[src/rtl/pregfile_pkg.sv]
// Shared constants, clear-FSM state type and register-class helpers for the
// register file with input-mapped and reserved entries.
package pregfile_pkg;

    localparam int ZERO_REG = 32'd31;
    localparam int XP_REG   = 32'd30;
    localparam int BP_REG   = 32'd27;
    localparam int LP_REG   = 32'd28;
    localparam int SP_REG   = 32'd29;
    localparam int IN_UI_LO = 32'd24;
    localparam int IN_UI_HI = 32'd25;
    localparam int IN_PSEL  = 32'd26;

    typedef enum logic {
        IDLE  = 1'b0,
        CLEAR = 1'b1
    } clr_state_e;

    // Input-mapped entries are owned by the synchronizers, never by writes or clear.
    function automatic logic is_input_reg(input int addr);
        return (addr >= IN_UI_LO) && (addr <= IN_PSEL);
    endfunction

    function automatic logic is_zero_reg(input int addr);
        return addr == ZERO_REG;
    endfunction

endpackage

[src/rtl/pregfile_in_sync.sv]
// Two-flop synchronizer for asynchronous switch/selector inputs, with a
// synchronous active-high reset.
module in_sync #(
    parameter int W = 1
) (
    input  logic         clock,
    input  logic         reset,
    input  logic [W-1:0] d_i,
    output logic [W-1:0] q_o
);

    logic [W-1:0] meta_q;
    logic [W-1:0] sync_q;

    // Metastability-settling stage followed by the stable output stage.
    always_ff @(posedge clock) begin
        if (reset) begin
            meta_q <= '0;
            sync_q <= '0;
        end else begin
            meta_q <= d_i;
            sync_q <= meta_q;
        end
    end

    assign q_o = sync_q;

endmodule

[src/rtl/pregfile.sv]
// Multi-port register file with write bypass, protected entries, input-mapped
// registers, a sequential clear engine and a nibble display tap.
module pregfile
    import pregfile_pkg::*;
#(
    parameter int WIDTH  = 32,
    parameter int AW     = 5,
    parameter int NRD    = 2,
    parameter int DISP_N = 8,
    parameter int DISP_W = 4
) (
    input  logic                    clock,
    input  logic                    reset,
    input  logic [NRD*AW-1:0]       rd_addr,
    output logic [NRD*WIDTH-1:0]    rd_data,
    input  logic                    wr_en,
    input  logic [AW-1:0]           wr_addr,
    input  logic                    xp_sel,
    input  logic [WIDTH-1:0]        wr_data,
    input  logic                    clear_req,
    output logic                    busy,
    output logic                    wr_err,
    input  logic [15:0]             user_input,
    input  logic [WIDTH-1:0]        program_selector,
    output logic [DISP_N*DISP_W-1:0] disp_data
);

    localparam int            DEPTH    = 32'd1 << AW;
    localparam logic [AW-1:0] CNT_ONE  = {{(AW-1){1'b0}}, 1'b1};
    localparam logic [AW-1:0] CNT_LAST = {AW{1'b1}};

    logic [WIDTH-1:0] mem_q [DEPTH];
    clr_state_e       state_q, state_d;
    logic [AW-1:0]    cnt_q, cnt_d;
    logic             wr_err_q;

    logic [AW-1:0]    eff_addr_s;
    logic             wr_acc_s;
    logic             wr_rej_s;
    logic [15:0]      ui_sync_s;
    logic [WIDTH-1:0] ps_sync_s;
    logic             unused_ui_msb_s;

    in_sync #(.W(16)) u_ui_sync (
        .clock (clock),
        .reset (reset),
        .d_i   (user_input),
        .q_o   (ui_sync_s)
    );

    in_sync #(.W(WIDTH)) u_ps_sync (
        .clock (clock),
        .reset (reset),
        .d_i   (program_selector),
        .q_o   (ps_sync_s)
    );

    assign unused_ui_msb_s = ui_sync_s[15];

    // Write target resolution and acceptance; ZERO_REG writes vanish silently.
    always_comb begin
        eff_addr_s = xp_sel ? AW'(XP_REG) : wr_addr;
        wr_acc_s   = wr_en && (state_q == IDLE)
                     && !is_zero_reg(int'(eff_addr_s))
                     && !is_input_reg(int'(eff_addr_s));
        wr_rej_s   = wr_en && !wr_acc_s && !is_zero_reg(int'(eff_addr_s));
    end

    // Clear FSM next-state: one entry per cycle, DEPTH cycles in CLEAR.
    always_comb begin
        state_d = state_q;
        cnt_d   = cnt_q;
        case (state_q)
            IDLE: begin
                if (clear_req) begin
                    state_d = CLEAR;
                    cnt_d   = '0;
                end else begin
                    state_d = IDLE;
                    cnt_d   = cnt_q;
                end
            end
            CLEAR: begin
                cnt_d = cnt_q + CNT_ONE;
                if (cnt_q == CNT_LAST) begin
                    state_d = IDLE;
                end else begin
                    state_d = CLEAR;
                end
            end
            default: begin
                state_d = IDLE;
                cnt_d   = '0;
            end
        endcase
    end

    // FSM, counter and rejected-write pulse registers.
    always_ff @(posedge clock) begin
        if (reset) begin
            state_q  <= IDLE;
            cnt_q    <= '0;
            wr_err_q <= 1'b0;
        end else begin
            state_q  <= state_d;
            cnt_q    <= cnt_d;
            wr_err_q <= wr_rej_s;
        end
    end

    // Storage array: writes, clear sweep, and per-cycle input-mapped loads.
    always_ff @(posedge clock) begin
        if (reset) begin
            for (int i = 0; i < DEPTH; i++) begin
                mem_q[i] <= '0;
            end
        end else begin
            if (wr_acc_s) begin
                mem_q[eff_addr_s] <= wr_data;
            end
            if ((state_q == CLEAR) && !is_input_reg(int'(cnt_q))) begin
                mem_q[cnt_q] <= '0;
            end
            mem_q[IN_UI_LO] <= {{(WIDTH-8){1'b0}}, ui_sync_s[7:0]};
            mem_q[IN_UI_HI] <= {{(WIDTH-7){1'b0}}, ui_sync_s[14:8]};
            mem_q[IN_PSEL]  <= ps_sync_s;
        end
    end

    for (genvar k = 0; k < NRD; k++) begin : g_rd
        logic [AW-1:0]    ra_s;
        logic [WIDTH-1:0] rd_s;

        assign ra_s = rd_addr[k*AW +: AW];

        // Combinational read with same-cycle bypass of an accepted write.
        always_comb begin
            if (wr_acc_s && (ra_s == eff_addr_s)) begin
                rd_s = wr_data;
            end else if (is_zero_reg(int'(ra_s))) begin
                rd_s = '0;
            end else begin
                rd_s = mem_q[ra_s];
            end
        end

        assign rd_data[k*WIDTH +: WIDTH] = rd_s;
    end

    // Display tap: low nibble of each of the first DISP_N entries, reg0 lowest.
    always_comb begin
        disp_data = '0;
        for (int i = 0; i < DISP_N; i++) begin
            disp_data[i*DISP_W +: DISP_W] = mem_q[i][DISP_W-1:0];
        end
    end

    assign busy   = (state_q == CLEAR);
    assign wr_err = wr_err_q;

endmodule
[config.mk]
export PLATFORM = sky130hd
export DESIGN_NAME = pregfile
export DESIGN_NICKNAME = d
export VERILOG_FILES = /design/src/rtl/pregfile_pkg.sv /design/src/rtl/pregfile_in_sync.sv /design/src/rtl/pregfile.sv
export SDC_FILE = /design/constraint.sdc
export NUM_CORES = 2
export LEC_CHECK = 0
export CAP_MARGIN = 20
export CORE_ASPECT_RATIO = 2
export CORE_MARGIN = 10
export CORE_UTILIZATION = 40
export CTS_CLUSTER_SIZE = 12
export DETAILED_ROUTE_END_ITERATION = 10
export GPL_ROUTABILITY_DRIVEN = 0
export PLACE_DENSITY = 0.52
export SLEW_MARGIN = 20
export SYNTH_ARGS = -nofsm -noshare
export SYNTH_HDL_FRONTEND = slang
export SYNTH_HIERARCHICAL = 1
export SYNTH_SLANG_ARGS = --single-unit
[constraint.sdc]
create_clock -name clock -period 5.1 [get_ports clock]
set_input_delay 0.51 -clock clock [delete_from_list [all_inputs] [get_ports clock]]
set_output_delay 0.51 -clock clock [all_outputs]
set_load 0.02 [all_outputs]
==> impl_metrics.tcl <==
set metrics [dict create \
    fin_area_um2 64300 \
    cap_violations 0 \
    drt_wl_total_um 226000 \
    numPortBuffers 196 \
    ctsResizeCount 0 \
    antenna_found_initial 10 \
    worstHoldStart "reset" \
    worstPathArrival_ns 4.09 \
    seqCellArea_um2 31800 \
    globalRoute.totalOverflow 0 \
    min_period_over_period_pct 90.1 \
    clockRootBuffer "clkbuf_16" \
    crit_path_end_kind "output port" \
    syn_area_um2 56000 \
    route.detailed.drc 0 \
    core_um2 140000 \
    holdWs_ns 0.133 \
    first_global_vias 41500 \
    clk_latency_ns 0.74 \
    power_uw 21300 \
    r2r_start "cnt_q[3]" \
    crit_type "input pin to output port" \
    rows 194 \
    via_count 40500 \
    most-common-layout-cells "edfxtp_1, nor2_1, mux2i_1" \
    first_pass_iters 6 \
    worst-path-max-fanout 19 \
    nNetsFinal 4538 \
    fin_skew_ns 0.0317 \
    placed_area_um2 61000 \
    die_width_um 285 \
    crit_path_start_kind "input pin" \
    p_per_area_nw_per_um2 331 \
    path_clk_slew_ns 0.06 \
    final_common_cell "edfxtp_1" \
    ys_warn_count 6 \
    fillers 12700 \
    hold_violations 0 \
    wl_per_cell_um 35.4 \
    tightest_slew_ns 1.20 \
    grt_pass1_wl_um 312000 \
    tritoncts "built" \
    syn_to_final_growth_pct 14.7 \
    drt-vias-per-instance 6.33 \
    postCtsHoldBufs 0 \
    status "complete, no violations" \
    postCtsSetupBuffers 0 \
    ant_nets 0 \
    maxSlewViolCount 0 \
    setup-tns-final_ns 0 \
    die_area_um2 156000 \
    initial_core_util_pct 40.1 \
    ir_drop_mv 0.324 \
    netlist_instances 4258 \
    htree_num_levels 3 \
    drive_gt1_share_pct 17.0 \
    die_h_um 549 \
    post-dp-hpwl_um 144000 \
    min_period_ns 4.60 \
    fmax_ghz 0.218 \
    rsz0062_at_grt "no" \
    multi_input_area_um2 22900 \
    first_iter_violations 4647 \
    required_ns 4.59 \
    avgSynthCellArea_um2 13.2 \
    cts.sinks 1125 \
    setup_viol 0 \
    startpoint "xp_sel" \
    grt_max_degree 65 \
    numCtsBuffers 107 \
    maxSlewHeadroom_pct 19.9 \
    clock_path_buffers 3 \
    p_leak_uw 0.0227 \
    track_usage_pct 28.3 \
    hold_class "input pin to flip-flop" \
    fin_util_pct 46.0 \
    ios 198 \
]
## worst max-delay path, cell delays in order
cell             delay (ns)
clkdlybuf4s50_1        0.77
nand3b_1               0.39
o311ai_4               0.33
nor2_1                 0.19
a21oi_4                0.16
buf_4                  0.38
a21boi_0               0.23
a221o_1                0.39
clkdlybuf4s50_1        0.70
## worst paths after layout
path | end | slack (ns) | cells past startpoint
setup / recovery | rd_data[15] | 0.50 | 9
hold / removal | mem_q[25][2] | 0.13 | 2
setup reg to reg | mem_q[12][17] | 1.14 | 7
hold reg to reg | mem_q[25][2] | 0.43 | 1
## final cells by class
cell class | instances | share of cell area, %
sequential | 1125 | 49.5
inverter | 6 | 0.0370
timing repair buffer | 389 | 6.17
clock inverter | 8 | 0.119
clock buffer | 192 | 4.88
multi-input combinational | 2806 | 35.7
tap | 1862 | 3.62
antenna | 5 | 0.0195
## sequential cells by signal, summed over array words and instances (netlist names)
register and count:
u_ps_sync/q_o 32, u_ui_sync/meta_q 15, wr_err 1, u_ui_sync/q_o 15, mem_q 1024, u_ps_sync/meta_q 32, cnt_q 5, busy 1
## metal layers
layer  wire length, um  up-vias  track usage, %
met3             18500      657            4.80
met2            115000     2322            50.0
met5                37        -               0
met4             13400        6            14.9
met1             78800    20900            32.4
li1                  -    16700               -
## metrics by stage
step | setup WS, ns | std cells
3_5_place_dp | 0.615 | 6188
5_1_grt | 0.438 | 6389
6_report | 0.504 | 6393
3_3_place_gp | 0.655 | 6188
4_1_cts | 0.602 | 6388
2_1_floorplan | 0.530 | 4338
## power by group
part | switching [uW] | total [uW] | internal, uW
combinational | 1980 | 3090 | 1110
sequential | 175 | 10500 | 10300
clock | 3590 | 7720 | 4130
total | 5740 | 21300 | 15500
(Power assumes the default switching activity.)
